**config.mk**
```make
export PLATFORM = sky130hd
export DESIGN_NAME = sram_controller_flat
export DESIGN_NICKNAME = d
export VERILOG_FILES = /design/src/rtl/sram_controller_pkg.sv /design/src/rtl/sram_controller_if.sv /design/src/rtl/sram_controller.sv /design/src/flat_wrapper.sv
export SDC_FILE = /design/constraint.sdc
export NUM_CORES = 1
export LEC_CHECK = 0
export BUFFER_PORTS_ARGS = -buffer_cell sky130_fd_sc_hd__buf_2
export CORE_UTILIZATION = 40
export DETAILED_ROUTE_END_ITERATION = 12
export MAX_ROUTING_LAYER = met4
export PLACE_DENSITY_LB_ADDON = 0.12
export SLEW_MARGIN = 10
export SYNTH_ARGS = -nofsm -noshare
export SYNTH_HDL_FRONTEND = slang
export SYNTH_SLANG_ARGS = --single-unit
```
**constraint.sdc**
```tcl
create_clock -name clk -period 6.05 [get_ports clk]
set_input_delay 0.3025 -clock clk [delete_from_list [all_inputs] [get_ports clk]]
set_output_delay 0.3025 -clock clk [all_outputs]
set_load 0.03 [all_outputs]
```
**src/rtl/sram_controller_pkg.sv**
```systemverilog
// ---------------------------------------------------------------------------
// sram_controller_pkg
//   Shared definitions for the MEM-stage SRAM controller slice.
//   - SramState      : FSM state encoding (IDLE/LOW/HIGH/DONE)
//   - SRAM_ADDR_BASE : CPU byte address that maps onto SRAM word 0
//   - HALF_W         : width of one SRAM access (the pad is 16 bits wide)
//   - DATA_W         : width of a CPU word as seen by the pipeline
// ---------------------------------------------------------------------------
package sram_controller_pkg;

    typedef enum logic [1:0] {
        IDLE = 2'd0,
        LOW  = 2'd1,
        HIGH = 2'd2,
        DONE = 2'd3
    } SramState;

    localparam int SRAM_ADDR_BASE = 1024;
    localparam int HALF_W         = 16;
    localparam int DATA_W         = 32;

endpackage

```
**src/rtl/sram_controller_if.sv**
```systemverilog
// ---------------------------------------------------------------------------
// sram_controller_if
//   Pipeline-side bus between the EXE/MEM pipeline register and the SRAM
//   controller.
//   Signals:
//     wr_en       store request (MEM_W_EN), held while ready is low
//     rd_en       load request (MEM_R_EN), held while ready is low
//     address     byte address (ALU_result)
//     write_data  store data (Val_Rm)
//     read_data   registered load result
//     ready       high when no access is pending or an access just finished
//   Modports:
//     master  the pipeline side that issues requests
//     slave   the controller that services them
// ---------------------------------------------------------------------------
interface sram_controller_if;
    import sram_controller_pkg::*;

    logic              wr_en;
    logic              rd_en;
    logic [DATA_W-1:0] address;
    logic [DATA_W-1:0] write_data;
    logic [DATA_W-1:0] read_data;
    logic              ready;

    modport master (
        output wr_en, rd_en, address, write_data,
        input  read_data, ready
    );

    modport slave (
        input  wr_en, rd_en, address, write_data,
        output read_data, ready
    );

endinterface

```
**src/rtl/sram_controller.sv**
```systemverilog
// ---------------------------------------------------------------------------
// sram_controller
//   Turns one 32-bit MEM-stage load or store into two 16-bit accesses on an
//   external asynchronous SRAM (low halfword first, then high halfword).
//   Each halfword phase lasts WAIT_CYCLES+1 clocks. While an access is in
//   flight, ready is low so the top level can freeze the pipeline.
//   Ports:
//     clk, rst     single clock, synchronous active-high reset
//     bus          pipeline-side request/response bus (slave modport)
//     sram_addr    halfword address to the SRAM
//     sram_dq_o    write data toward the pad
//     sram_dq_oe   pad drive enable (tristate is built at the top level)
//     sram_dq_i    data coming back from the pad
//     sram_ce_n, sram_oe_n, sram_we_n, sram_ub_n, sram_lb_n
//                  active-low SRAM strobes
// ---------------------------------------------------------------------------
module sram_controller
    import sram_controller_pkg::*;
#(
    parameter int ADDR_BASE   = SRAM_ADDR_BASE,
    parameter int WAIT_CYCLES = 1,
    parameter int SRAM_AW     = 18
) (
    input  logic                clk,
    input  logic                rst,
    sram_controller_if.slave    bus,
    output logic [SRAM_AW-1:0]  sram_addr,
    output logic [HALF_W-1:0]   sram_dq_o,
    output logic                sram_dq_oe,
    input  logic [HALF_W-1:0]   sram_dq_i,
    output logic                sram_ce_n,
    output logic                sram_oe_n,
    output logic                sram_we_n,
    output logic                sram_ub_n,
    output logic                sram_lb_n
);

    // With WAIT_CYCLES=0 the counter is never needed, but a zero-width
    // vector is not legal, so keep at least one bit.
    localparam int CNT_W  = (WAIT_CYCLES > 0) ? $clog2(WAIT_CYCLES + 1) : 1;
    localparam int WORD_W = SRAM_AW - 1;
    localparam logic [CNT_W-1:0] CNT_LAST = CNT_W'(WAIT_CYCLES);

    SramState            state_q,   state_d;
    logic [CNT_W-1:0]    count_q,   count_d;
    logic                writeOp_q, writeOp_d;
    logic [WORD_W-1:0]   word_q,    word_d;
    logic [DATA_W-1:0]   wdata_q,   wdata_d;
    logic [DATA_W-1:0]   rdata_q,   rdata_d;

    logic [SRAM_AW-1:0]  addr_q,  addr_d;
    logic [HALF_W-1:0]   dqO_q,   dqO_d;
    logic                dqOe_q,  dqOe_d;
    logic                ceN_q,   ceN_d;
    logic                oeN_q,   oeN_d;
    logic                weN_q,   weN_d;

    logic                phaseActive;
    logic                phaseHigh;
    logic [DATA_W-1:0]   offset;
    logic [WORD_W-1:0]   reqWord;
    logic                unusedOffsetBits;

    // The SRAM word index is the byte offset from ADDR_BASE divided by four.
    // Byte lane bits and anything above the SRAM's reach are simply dropped,
    // so addresses below the base wrap to the top of the SRAM.
    assign offset           = bus.address - DATA_W'(ADDR_BASE);
    assign reqWord          = offset[SRAM_AW:2];
    assign unusedOffsetBits = ^{offset[DATA_W-1:SRAM_AW+1], offset[1:0]};

    // ready is deliberately combinational: a new request in IDLE must pull it
    // low in the same cycle so the pipeline freezes before the access starts.
    assign bus.ready     = (state_q == DONE) ||
                           ((state_q == IDLE) && !bus.rd_en && !bus.wr_en);
    assign bus.read_data = rdata_q;

    assign sram_addr  = addr_q;
    assign sram_dq_o  = dqO_q;
    assign sram_dq_oe = dqOe_q;
    assign sram_ce_n  = ceN_q;
    assign sram_oe_n  = oeN_q;
    assign sram_we_n  = weN_q;
    assign sram_ub_n  = ceN_q;
    assign sram_lb_n  = ceN_q;

    // Next-state logic. Requests are only looked at in IDLE; once an access
    // has been latched it always runs to completion. The pad is sampled on
    // the final cycle of each phase so the SRAM has had the full phase to
    // settle. The pin values are then decoded from the *next* state so the
    // strobes can be registered and reach the pads glitch-free.
    always_comb begin
        state_d   = state_q;
        count_d   = count_q;
        writeOp_d = writeOp_q;
        word_d    = word_q;
        wdata_d   = wdata_q;
        rdata_d   = rdata_q;

        case (state_q)
            IDLE: begin
                if (bus.rd_en || bus.wr_en) begin
                    writeOp_d = bus.wr_en;
                    word_d    = reqWord;
                    wdata_d   = bus.write_data;
                    count_d   = '0;
                    state_d   = LOW;
                end
            end
            LOW: begin
                if (count_q == CNT_LAST) begin
                    if (!writeOp_q) begin
                        rdata_d[HALF_W-1:0] = sram_dq_i;
                    end
                    count_d = '0;
                    state_d = HIGH;
                end else begin
                    count_d = count_q + CNT_W'(1);
                end
            end
            HIGH: begin
                if (count_q == CNT_LAST) begin
                    if (!writeOp_q) begin
                        rdata_d[DATA_W-1:HALF_W] = sram_dq_i;
                    end
                    count_d = '0;
                    state_d = DONE;
                end else begin
                    count_d = count_q + CNT_W'(1);
                end
            end
            DONE: begin
                state_d = IDLE;
            end
            default: begin
                state_d = IDLE;
            end
        endcase

        phaseActive = (state_d == LOW) || (state_d == HIGH);
        phaseHigh   = (state_d == HIGH);

        ceN_d  = !phaseActive;
        weN_d  = !(phaseActive && writeOp_d);
        oeN_d  = !(phaseActive && !writeOp_d);
        dqOe_d = phaseActive && writeOp_d;
        addr_d = phaseActive ? {word_d, phaseHigh} : '0;
        dqO_d  = (phaseActive && writeOp_d)
                 ? (phaseHigh ? wdata_d[DATA_W-1:HALF_W] : wdata_d[HALF_W-1:0])
                 : '0;
    end

    // All controller state and every SRAM pin live in this one register
    // bank. Reset abandons any access in progress and parks the pins idle;
    // a request still held by the pipeline simply starts over afterwards.
    always_ff @(posedge clk) begin
        if (rst) begin
            state_q   <= IDLE;
            count_q   <= '0;
            writeOp_q <= 1'b0;
            word_q    <= '0;
            wdata_q   <= '0;
            rdata_q   <= '0;
            addr_q    <= '0;
            dqO_q     <= '0;
            dqOe_q    <= 1'b0;
            ceN_q     <= 1'b1;
            oeN_q     <= 1'b1;
            weN_q     <= 1'b1;
        end else begin
            state_q   <= state_d;
            count_q   <= count_d;
            writeOp_q <= writeOp_d;
            word_q    <= word_d;
            wdata_q   <= wdata_d;
            rdata_q   <= rdata_d;
            addr_q    <= addr_d;
            dqO_q     <= dqO_d;
            dqOe_q    <= dqOe_d;
            ceN_q     <= ceN_d;
            oeN_q     <= oeN_d;
            weN_q     <= weN_d;
        end
    end

endmodule
```
**src/flat_wrapper.sv**
```systemverilog
// flat-port wrapper written by rule: the top's interface ports become plain ports
module sram_controller_flat import sram_controller_pkg::*;
#(
    parameter int ADDR_BASE   = SRAM_ADDR_BASE,
    parameter int WAIT_CYCLES = 1,
    parameter int SRAM_AW     = 18
)
  (clk, rst, sram_addr, sram_dq_o, sram_dq_oe, sram_dq_i, sram_ce_n, sram_oe_n, sram_we_n, sram_ub_n, sram_lb_n, bus_wr_en, bus_rd_en, bus_address, bus_write_data, bus_read_data, bus_ready);
  sram_controller_if bus_i ();
  input  logic clk;
  input  logic rst;
  output logic [SRAM_AW-1:0] sram_addr;
  output logic [HALF_W-1:0] sram_dq_o;
  output logic sram_dq_oe;
  input  logic [HALF_W-1:0] sram_dq_i;
  output logic sram_ce_n;
  output logic sram_oe_n;
  output logic sram_we_n;
  output logic sram_ub_n;
  output logic sram_lb_n;
  input wire logic [$bits(bus_i.wr_en)-1:0] bus_wr_en;
  input wire logic [$bits(bus_i.rd_en)-1:0] bus_rd_en;
  input wire logic [$bits(bus_i.address)-1:0] bus_address;
  input wire logic [$bits(bus_i.write_data)-1:0] bus_write_data;
  output wire logic [$bits(bus_i.read_data)-1:0] bus_read_data;
  output wire logic [$bits(bus_i.ready)-1:0] bus_ready;
  assign bus_i.wr_en = bus_wr_en;
  assign bus_i.rd_en = bus_rd_en;
  assign bus_i.address = bus_address;
  assign bus_i.write_data = bus_write_data;
  assign bus_read_data = bus_i.read_data;
  assign bus_ready = bus_i.ready;
  sram_controller #(.ADDR_BASE(ADDR_BASE), .WAIT_CYCLES(WAIT_CYCLES), .SRAM_AW(SRAM_AW)) u_core (.clk(clk), .rst(rst), .bus(bus_i), .sram_addr(sram_addr), .sram_dq_o(sram_dq_o), .sram_dq_oe(sram_dq_oe), .sram_dq_i(sram_dq_i), .sram_ce_n(sram_ce_n), .sram_oe_n(sram_oe_n), .sram_we_n(sram_we_n), .sram_ub_n(sram_ub_n), .sram_lb_n(sram_lb_n));
endmodule
```
* Word level (Yosys, flattened, before mapping)
Index checks and enable logic that the tools add are counted.
** Word-level totals
- Flip-flop bits (word level) :: 123
- Bits of input ports :: 84
** Operators by class
- Add/subtract/negate cells :: 2
- Eq/ne operators :: 6
- Muxes and demuxes :: 14
- Bitwise operators :: 3
- Reductions and logical operators :: 21
** Operators by type and width (count)
- two-way mux 32 bit :: 2
- two-way mux 17 bit :: 2
- subtractor 19 x 11 -> 19 bit, second input constant :: 1
- two-way mux 16 bit :: 1
- case mux 2 bit (4 select lines) :: 1
- equality test 2 bit, second input constant :: 3
- logical NOT 1 bit :: 6
- two-way mux 2 bit :: 3
- AND reduction 3 bit :: 2
- OR reduction 2 bit :: 3
- equality test 2 x 1 -> 1 bit, second input constant :: 2
- logical AND 1 bit :: 4
- two-way mux 1 bit :: 4
- logical OR 1 bit :: 3
- NOT 1 bit :: 3
- logical NOT 2 bit :: 1
- != test 2 bit, second input constant :: 1
- case mux 1 bit (2 select lines) :: 1
- AND reduction 2 bit :: 1
- nonzero test 2 bit :: 1
- adder 1 bit, second input constant :: 1

* Longest topological paths before layout
Gate-level depths: netlist of the first run.
- Depth after elaboration :: 8
- Depth in mapped cells :: 10
- Depth with buffers taken out :: 9

* Worst setup path after synthesis of the first run
OpenSTA, ideal clock, no wires.
- Kind :: register to register
- Start :: register u_core.state_q[1]
- End :: register u_core.addr_q[10], in the netlist u_core.sram_addr[10]
- Library setup time :: 0.065 ns
- Arrival time :: 2.116 ns
- Data required time :: 5.985 ns
- Setup slack :: 3.869 ns
- Stages on the path, launching flop included :: 10
- Period minus slack after synthesis :: 2.181 ns
- Cell sequence :: dfxtp_1 -> inv_1 -> ha_1 -> nand2b_1 -> a32o_1 -> ha_1 -> nor2_1 -> clkinv_1 -> clkbuf_1 -> nor2_1
** Between the ends
- Longest elaborated chain between the ends :: 6
** RTL lines
- start, declared :: line sram_controller.sv:44 : SramState state_q, state_d;
- start signal, assigned :: line sram_controller.sv:170 : state_q <= state_d;
- equality test 2 bit (tied with other cells) :: line sram_controller.sv:99 : case (state_q)
- case mux 2 bit (4 select lines) :: line sram_controller.sv:99
- equality test 2 x 1 -> 1 bit or equality test 2 bit (tied branches) :: line sram_controller.sv:139 : phaseActive = (state_d == LOW) || (state_d == HIGH);
- logical OR 1 bit :: line sram_controller.sv:139
- NOT 1 bit (no line)
- OR reduction 2 bit (no line)
- end signal, assigned :: line sram_controller.sv:176 : addr_q <= addr_d;
- end, declared :: line sram_controller.sv:51 : logic [SRAM_AW-1:0] addr_q, addr_d;
Parallel ways exist; a longest one is shown, timed or not.
A chain may end at the register's enable or synchronous reset.

* Worst setup path in the final report of the first run
- Start :: register u_core.state_q[1]
- End :: register u_core.addr_q[17], in the netlist u_core.sram_addr[17]
The elaborated chain is that of the path after synthesis.

==> results of run 1 <==
## stage by stage
stage	cell area [um^2]	power [W]	instances
2_1_floorplan	4680	0.00138	497
3_3_place_gp	5420	0.00149	750
3_5_place_dp	5420	0.00151	750
4_1_cts	5960	0.00243	779
5_1_grt	5960	0.00253	779
6_report	5960	0.00240	779
## area by class of cell
| class | instances | area [um^2] |
|---|---|---|
| Tap cell | 143 | 179 |
| Multi-Input combinational cell | 331 | 2010 |
| Clock buffer | 28 | 537 |
| Fill cell | 1068 | 5460 |
| Clock inverter | 1 | 5.00 |
| Sequential cell | 123 | 2460 |
| Inverter | 8 | 30.0 |
| Timing Repair Buffer | 145 | 736 |
## cells by family (layout without fill, tap and decap cells)
group           after synthesis  in the layout  share of synthesized area [%]
buf+inv                      43            182                           4.63
xor+xnor                      2              2                          0.375
compound gates               84             84                           10.0
mux                          27             27                           10.2
simple gates                211            211                           20.3
fa+ha+maj                     7              7                           1.87
flops                       123            123                           52.6
## metal layers
metal,track usage [%],vias to the layer above,share of wire (%)
li1,-,1934,-
met1,20.9,1789,44
met2,30.3,101,48
met3,6.23,19,7.0
met4,9.02,0,1.7
met5,-,-,0
## tightest hold or removal path: stages
cell	delay (ns)
buf_2	0.10
nand2_1	0.05
a21oi_1	0.05
## final timing paths
| path | from | end | cells past startpoint | slack, ns |
|---|---|---|---|---|
| min reg2reg | u_core.wdata_q[30]$_SDFF_PP0_ | u_core.wdata_q[30]$_SDFF_PP0_ | 2 | 0.45 |
| max reg2reg | u_core.state_q[1]$_SDFF_PP0_ | u_core.sram_addr[17]$_SDFF_PP0_ | 8 | 3.23 |
| max | u_core.state_q[1]$_SDFF_PP0_ | u_core.sram_addr[17]$_SDFF_PP0_ | 8 | 3.23 |
| min | bus_write_data[0] | u_core.wdata_q[0]$_SDFF_PP0_ | 3 | 0.14 |
## sequential cells by signal (all words and copies together) (netlist names)
name and flops:
u_core.sram_dq_oe 1, u_core.state_q 2, u_core.count_q 1, u_core.sram_addr 18
u_core.wdata_q 32, u_core.bus.read_data 32, u_core.sram_ce_n 1, u_core.sram_we_n 1
u_core.sram_oe_n 1, u_core.word_q 17, u_core.sram_dq_o 16, u_core.writeOp_q 1
## report_power, final
| part | switching [W] | internal, W | leakage [nW] |
|---|---|---|---|
| logic | 0.000338 | 0.000199 | 1.35 |
| registers | 0.0000350 | 0.000910 | 1.01 |
| clock network | 0.000322 | 0.000592 | 0.268 |
| total | 0.000695 | 0.00170 | 2.62 |
## cell usage in the layout, fill, tap and decap left out, drive strengths merged, types with 2 or more instances in the layout
cell type,synthesis,layout
and4,4,4
nand2b,2,2
a21oi,66,66
ha,7,7
dfxtp,123,123
nor2b,16,16
and3b,2,2
inv,7,7
mux4,16,16
nor3,5,5
clkbuf,18,28
o21ai,3,3
nand3b,2,2
nor4,10,10
and2,2,2
nor2,36,36
a211oi,7,7
nor3b,2,2
mux2i,11,11
nand2,130,130
clkinv,1,2
buf,17,145
==> flow_summary.json, run 1 <==
{
  "status": "complete, no violations",
  "hold_violations": 0,
  "yosysTopAreaCell": "dfxtp_1",
  "detail_route.wl_per_cell_um": 13.3,
  "cp-start-kind": "flip-flop",
  "yosysMostFrequentCell": "nand2_1",
  "die_area_um2": 12100,
  "drt-total-wl_um": 10400,
  "avgSynthCellArea_um2": 9.41,
  "die_y_um": 110,
  "routabilityCongestion": 0.761,
  "relSlewSlack_pct": 36.8,
  "ir_drop_v": 0.000197,
  "fin_skew_ns": 0.00920,
  "synthFlopType": "dfxtp_1",
  "path_max_fanout": 18,
  "cp_common_cell": "ha_1",
  "clk_root_buffer_cell": "clkbuf_16",
  "core_um2": 11400,
  "drt_iter0_markers": 182,
  "async_flop_share_pct": 0,
  "yosysTopAreaCellShare_pct": 52.6,
  "antenna_found_initial": 0,
  "grt_max_degree": 87,
  "place_ws_ns": 3.22,
  "place.port_buffers": 141,
  "ys_ff_latch": 123,
  "p_leak_nw": 2.62,
  "syn-num-nets": 588,
  "die_w_um": 110,
  "cp_slowest_cell": "clkinv_1",
  "fmax_mhz": 355,
  "min_path_type": "input pin to flip-flop",
  "clk_latency_ns": 0.41,
  "grtUsageTotal_pct": 18.7,
  "first_global_vias": 3560,
  "cts_made_buffers": 17,
  "drcViolationCount": 0,
  "end_kind": "flip-flop",
  "synth_cell_types": 40,
  "fin_tns_setup_ns": 0,
  "clk_pin_slew_ns": 0.05,
  "rows": 39,
  "worst-path-buf-inv": 2,
  "hold_ws_ns": 0.140,
  "setup_viol": 0,
  "dp_hpwl_um": 6700,
  "worst_pin_slew_ns": 0.948,
  "cts_sinks": 123,
  "tritoncts": "done",
  "setup_ws_ns": 3.23,
  "cp.arrival_ns": 3.13,
  "yosysWarnings": 0,
  "power_density_nw_per_um2": 402,
  "drtAntennaViolNets": 0,
  "worstSetupPathType": "flip-flop to flip-flop",
  "ctsResizeCount": 0,
  "grt_pass1_wl_um": 16500,
  "seq_area_frac_synth_pct": 52.6,
  "areaGrowthSynthToFinish_pct": 27.4,
  "cp_data_required_time_ns": 6.36,
  "path_delay_family": "simple AND/OR/NAND/NOR gates",
  "path_cells": "inv_1 -> ha_1 -> nand2b_1 -> a32o_1 -> ha_1 -> nor2_1 -> clkinv_1 -> nor4_1",
  "rsz0062_at_grt": "no",
  "synthTopCellsByArea": "dfxtp_1 53%, nand2_1 10%, a21oi_1 7.1%, mux4_2 6.7%, nor2_1 2.9%",
  "ctsHoldBuffers": 0,
  "syn_inst": 497,
  "post-cts-setup-buffers": 0,
  "vias": 3843,
  "n_antenna_cell": 0,
  "synth_common_cells": "130 x nand2_1, 123 x dfxtp_1, 66 x a21oi_1",
  "slowest_delay_ns": 0.53,
  "start_util_pct": 41.0,
  "vias_per_cell": 4.93,
  "drive_above_1_share_pct": 30.0,
  "post-route-util_pct": 52.2,
  "cap_violations": 0,
  "fin_crit_ns": 2.82,
  "synth_edf_count": 0,
  "io-pin-count": 157,
  "syn_area_um2": 4680,
  "period_share_pct": 46.6,
  "cts.path.max_buffers": 2,
  "drtPass1Iterations": 4,
  "gr-total-overflow": 0,
  "htree_levels": 4,
  "nets": 717,
  "drv_slew": 0
}
Power figures use the tool's default switching activity.
==> run 2: changes to the inputs <==
==> constraint.sdc (replaced) <==
create_clock -name clk -period 2.49 [get_ports clk]
set_input_delay 0.1245 -clock clk [delete_from_list [all_inputs] [get_ports clk]]
set_output_delay 0.1245 -clock clk [all_outputs]
set_load 0.03 [all_outputs]
==> run 2 against run 1 <==
Compared with the run above:
- final cell count grew 8.0%
- clock power grew 140%
- worst hold slack lost 0.026 ns
- first-iteration DRC count grew 2.7%
- combinational power grew to 2.7 times the previous value
- worst setup slack lost 3.1 ns
- clock-buffer cell count grew 2
- critical path type unchanged
==> flow_summary.json, run 2 (same netlist as run 1, synthesis figures left out) <==
{
  "tritoncts": "done",
  "drcViolationCount": 0,
  "worstSetupPathType": "flip-flop to flip-flop",
  "vias_per_cell": 4.82,
  "whs_path_depth": 3,
  "worstHoldStart": "bus_address[14]",
  "p_comb_share_pct": 24.1,
  "drv_slew": 0,
  "power_frac_seq_pct": 39.0,
  "reg2reg_to": "u_core.sram_addr[17]$_SDFF_PP0_",
  "end_kind": "flip-flop",
  "cts_sinks": 123,
  "htree_levels": 4,
  "nets": 777,
  "final_common_cell": "buf_2",
  "period_share_pct": 93.8,
  "fmax_mhz": 428,
  "fin_tns_setup_ns": 0,
  "p_switching_w": 0.00172,
  "die_w_um": 110,
  "fin_skew_ns": 0.00668,
  "gr-total-overflow": 0,
  "drtPass1Iterations": 5,
  "cts.path.max_buffers": 2,
  "clk_root_buffer_cell": "clkbuf_16",
  "p_leak_nw": 2.87,
  "clkPwrFrac_pct": 36.9,
  "mostFrequentLayoutCells": "141 x buf_2, 130 x nand2_1, 122 x dfxtp_1",
  "io-pin-count": 157,
  "core_um2": 11400,
  "cap_violations": 0,
  "hold_end": "u_core.sram_addr[13]$_SDFF_PP0_",
  "r2r_cells": 9,
  "drt_iter0_markers": 187,
  "areaGrowthSynthToFinish_pct": 40.5,
  "min_path_type": "input pin to flip-flop",
  "die_y_um": 110,
  "antenna_found_initial": 0,
  "detail_route.wl_per_cell_um": 13.2,
  "grt_max_degree": 86,
  "status": "complete, no violations",
  "drtAntennaViolNets": 0,
  "cp_data_required_time_ns": 2.80,
  "ir_drop_v": 0.000642,
  "path_max_fanout": 18,
  "power_density_nw_per_um2": 899,
  "drive_above_1_share_pct": 28.1,
  "place.port_buffers": 141,
  "ff2ff_setup_slack_ns": 0.16,
  "rsz0062_at_grt": "no",
  "grt_pass1_wl_um": 17300,
  "drt-total-wl_um": 11100,
  "first_global_vias": 3789,
  "vias": 4053,
  "start_util_pct": 41.0,
  "r2r_start": "u_core.state_q[0]$_SDFF_PP0_",
  "clk_latency_ns": 0.40,
  "cts_made_buffers": 17,
  "setup_viol": 0,
  "grtUsageTotal_pct": 19.3,
  "hold_violations": 0,
  "place_area_um2": 5450,
  "dp_hpwl_um": 7090,
  "worst_pin_slew_ns": 1.09,
  "fin_crit_ns": 2.33,
  "power.internal_w": 0.00419,
  "routabilityCongestion": 0.787,
  "cp.arrival_ns": 2.64,
  "filler_cell_count": 1062,
  "die_area_um2": 12100,
  "cp-start-kind": "flip-flop",
  "clk_pin_slew_ns": 0.05,
  "rows": 39,
  "netSwitchingFraction_pct": 29.1,
  "relSlewSlack_pct": 27.1,
  "final_area_um2": 6580,
  "n_antenna_cell": 0
}
-- run 2: changes by cell type in the layout (fill, tap and decap cells not counted), sizes merged --
cell / delta
clkbuf: +2
dlygate4sd3: +57
buf: +3
-- run 2: metrics by stage --
step                hold slack (ns)  std cells  setup WS [ns]  power, W  util, %
floorplan                     0.260        497          0.309   0.00336        -
global placement              0.374        753          0.144   0.00365     47.8
detailed placement            0.381        753         0.0288   0.00369     47.8
CTS                          0.0956        841         0.0633   0.00597     57.4
global route                  0.119        841        0.00676   0.00623     57.6
finish                        0.114        841          0.155   0.00591     57.6
-- run 2: repair_timing --
item,in CTS,in global routing
hold endpoints to repair,80,0
resized for setup,1,4
endpoints found under the setup margin,1,7
setup buffers,0,0
hold buffers,57,0
-- run 2: worst max path at each step --
stage                                  from                              end  cells past startpoint
4_1_cts        u_core.state_q[1]$_SDFF_PP0_  u_core.sram_addr[17]$_SDFF_PP0_                      9
2_1_floorplan  u_core.state_q[1]$_SDFF_PP0_  u_core.sram_addr[10]$_SDFF_PP0_                      9
3_5_place_dp   u_core.state_q[1]$_SDFF_PP0_  u_core.sram_addr[17]$_SDFF_PP0_                      9
6_report       u_core.state_q[0]$_SDFF_PP0_  u_core.sram_addr[17]$_SDFF_PP0_                      9
5_1_grt        u_core.state_q[0]$_SDFF_PP0_  u_core.sram_addr[17]$_SDFF_PP0_                      9
3_3_place_gp   u_core.state_q[1]$_SDFF_PP0_  u_core.sram_addr[16]$_SDFF_PP0_                      9
-- run 2: layout make-up --
type	count	area, um^2	share of cell area (%)
inverters	8	30.0	0.457
multi-input cells	331	2030	30.9
repair buffers	205	1340	20.4
clock inverters	1	5.00	0.0761
well taps	143	179	2.72
clock buffers	30	524	7.97
flip-flops and latches	123	2460	37.5
-- run 2: power groups by stage --
stage	sequential, W	clock [W]	combinational (W)
after floorplan	0.00255	0	0.000809
after global placement	0.00233	0	0.00133
after detailed placement	0.00234	0	0.00135
after CTS	0.00230	0.00224	0.00143
after global routing	0.00233	0.00234	0.00156
final	0.00230	0.00218	0.00143
-- run 2: per-layer routing --
metal | wire length, um | vias up | track usage, %
met4 | 161 | 0 | 7.52
met3 | 580 | 14 | 5.00
li1 | - | 2051 | -
met5 | 0 | - | -
met2 | 5460 | 109 | 32.6
met1 | 4870 | 1879 | 21.9
-- run 2: critical path, stage by stage, from the launching register on --
cell	delay, ns
dfxtp_1	0.35
inv_1	0.10
ha_1	0.27
nand2b_1	0.16
a32o_1	0.29
ha_1	0.34
nor2_4	0.15
clkinv_1	0.08
buf_4	0.20
nor4_2	0.29
==> run 3: changes to the inputs <==
--- a/config.mk
+++ b/config.mk
@@ -10,6 +10,7 @@
 export DETAILED_ROUTE_END_ITERATION = 12
 export MAX_ROUTING_LAYER = met4
 export PLACE_DENSITY_LB_ADDON = 0.12
+export SETUP_SLACK_MARGIN = 0.5
 export SLEW_MARGIN = 10
 export SYNTH_ARGS = -nofsm -noshare
 export SYNTH_HDL_FRONTEND = slang
==> run 3 against run 2 <==
Compared with the run above:
- sequential power hardly changed
- clock power is 13% higher
- non-clock buffer count is 13 higher
- final cell count is 1.8% higher
- highest routed layer unchanged
- sequential cell count stayed put
- total power is 10% higher
- critical endpoint is now u_core.sram_dq_o[11]$_SDFF_PP0_
- first-iteration DRC count is 3.2% lower
- global-route usage is 1.5 points higher
- die area stayed put
- fmax is 16% higher
- critical path depth is 1 higher
==> flow_summary.json, run 3 (same netlist as run 1, synthesis figures left out) <==
{
  "status": "complete, no violations",
  "die_y_um": 110,
  "grt_max_degree": 86,
  "core_um2": 11400,
  "ff_latch_area_um2": 2470,
  "cts.path.max_buffers": 2,
  "path_cells": "inv_6 -> ha_4 -> o22a_1 -> nor2_2 -> a21oi_2 -> ha_4 -> nor2_4 -> o21ai_4 -> clkbuf_16 -> nor2b_1",
  "cp-start-kind": "flip-flop",
  "clk_root_buffer_cell": "clkbuf_16",
  "slowest_delay_ns": 0.39,
  "fin_cells": 856,
  "cp_data_required_time_ns": 2.84,
  "worstHoldStart": "rst",
  "clk_pin_slew_ns": 0.05,
  "fmax_mhz": 496,
  "io-pin-count": 157,
  "p_leak_nw": 3.05,
  "crit_start": "u_core.state_q[1]$_SDFF_PP0_",
  "first_global_vias": 3929,
  "rsz0062_at_grt": "yes",
  "detail_route.wl_per_cell_um": 14.1,
  "fin_crit_ns": 2.02,
  "dp_cells": 752,
  "period_share_pct": 81.0,
  "vias_per_cell": 4.90,
  "antenna_found_initial": 0,
  "setup_viol": 0,
  "cp_slowest_cell": "dfxtp_4",
  "cts_sinks": 123,
  "r2r_cells": 10,
  "cts_made_buffers": 17,
  "grtUsageTotal_pct": 20.8,
  "min_path_type": "input pin to flip-flop",
  "place.port_buffers": 141,
  "die_area_um2": 12100,
  "end_kind": "flip-flop",
  "drt_iter0_markers": 181,
  "nets": 791,
  "cp.arrival_ns": 2.36,
  "grt_pass1_wl_um": 18300,
  "whs_path_depth": 4,
  "n_antenna_cell": 0,
  "dp_hpwl_um": 7120,
  "filler_cell_count": 977,
  "areaGrowthSynthToFinish_pct": 49.2,
  "die_w_um": 110,
  "drt-total-wl_um": 12100,
  "tritoncts": "done",
  "multiInputGateArea_um2": 2150,
  "drtPass1Iterations": 4,
  "fin_tns_setup_ns": 0,
  "rows": 39,
  "power_density_nw_per_um2": 933,
  "r2r_start": "u_core.state_q[1]$_SDFF_PP0_",
  "hold_violations": 0,
  "drive_above_1_share_pct": 33.1,
  "final_common_cell": "buf_2",
  "cap_violations": 0,
  "gr-total-overflow": 0,
  "htree_levels": 4,
  "clk_latency_ns": 0.42,
  "worst_pin_slew_ns": 0.929,
  "relSlewSlack_pct": 38.1,
  "fin_skew_ns": 0.0110,
  "cp_common_cell": "ha_4",
  "worstSetupPathType": "flip-flop to flip-flop",
  "drcViolationCount": 0,
  "vias": 4194,
  "path_max_fanout": 8,
  "ir_drop_v": 0.000539,
  "routabilityCongestion": 0.749,
  "drv_slew": 0,
  "drtAntennaViolNets": 0,
  "mostFrequentLayoutCells": "141 x buf_2, 130 x nand2_1, 121 x dfxtp_1",
  "start_util_pct": 41.0
}
run 3: per-stage QoR:
| step | setup slack [ns] | power, W | util, % | hold WS (ns) | cell area (um^2) |
|---|---|---|---|---|---|
| final | 0.473 | 0.00651 | 61.1 | 0.0759 | 6980 |
| after global routing | 0.392 | 0.00685 | 61.1 | 0.0860 | 6980 |
| after CTS | 0.505 | 0.00643 | 59.6 | 0.0603 | 6800 |
| after detailed placement | 0.0647 | 0.00372 | 47.9 | 0.384 | 5470 |
| after global placement | 0.134 | 0.00368 | 47.9 | 0.374 | 5470 |
| after floorplan | 0.506 | 0.00339 | - | 0.260 | 4720 |
run 3: repair_timing:
item,4_1_cts,5_1_grt
setup buffers,6,6
gates resized for setup,17,15
endpoints found under the hold margin,80,0
cloned,2,2
setup endpoints to repair,37,32
hold buffers,56,0
pin swaps,4,4
run 3: cell type report:
| class | instances | share of cell area [%] |
|---|---|---|
| clock inverter | 8 | 1.65 |
| tap | 143 | 2.56 |
| multi-input combinational | 331 | 30.9 |
| timing repair inverter | 1 | 0.0896 |
| clock buffer | 24 | 6.90 |
| inverter | 8 | 0.717 |
| timing repair buffer | 218 | 21.8 |
| sequential | 123 | 35.4 |
run 3: final timing paths:
path	to	slack, ns
max	u_core.sram_dq_o[11]$_SDFF_PP0_	0.47
min	u_core.sram_addr[14]$_SDFF_PP0_	0.08
max reg2reg	u_core.sram_dq_o[11]$_SDFF_PP0_	0.47
min reg2reg	u_core.bus.read_data[24]$_SDFFE_PP0P_	0.45
run 3: power breakdown:
group	total (W)	switching, W	leakage [nW]	internal (W)
clock	0.00246	0.000822	0.298	0.00164
combinational	0.00174	0.000960	1.74	0.000781
sequential	0.00231	0.0000958	1.01	0.00221
total	0.00651	0.00188	3.05	0.00464
run 3: layer usage:
metal	global-route usage (%)	part of all wire [%]	up-vias
met5	-	0	-
li1	-	-	2087
met3	6.23	5.1	16
met2	34.9	49	125
met4	9.59	1.8	0
met1	22.7	44	1966
run 3: worst max-delay path, delay by kind of cell (launching register included):
family / cells / cell delay [ns]
adders and majority gates: 2 / 0.39
buffers and inverters: 2 / 0.26
and+or+nand+nor: 3 / 0.45
AOI/OAI and AO/OA: 3 / 0.44
DFF: 1 / 0.39
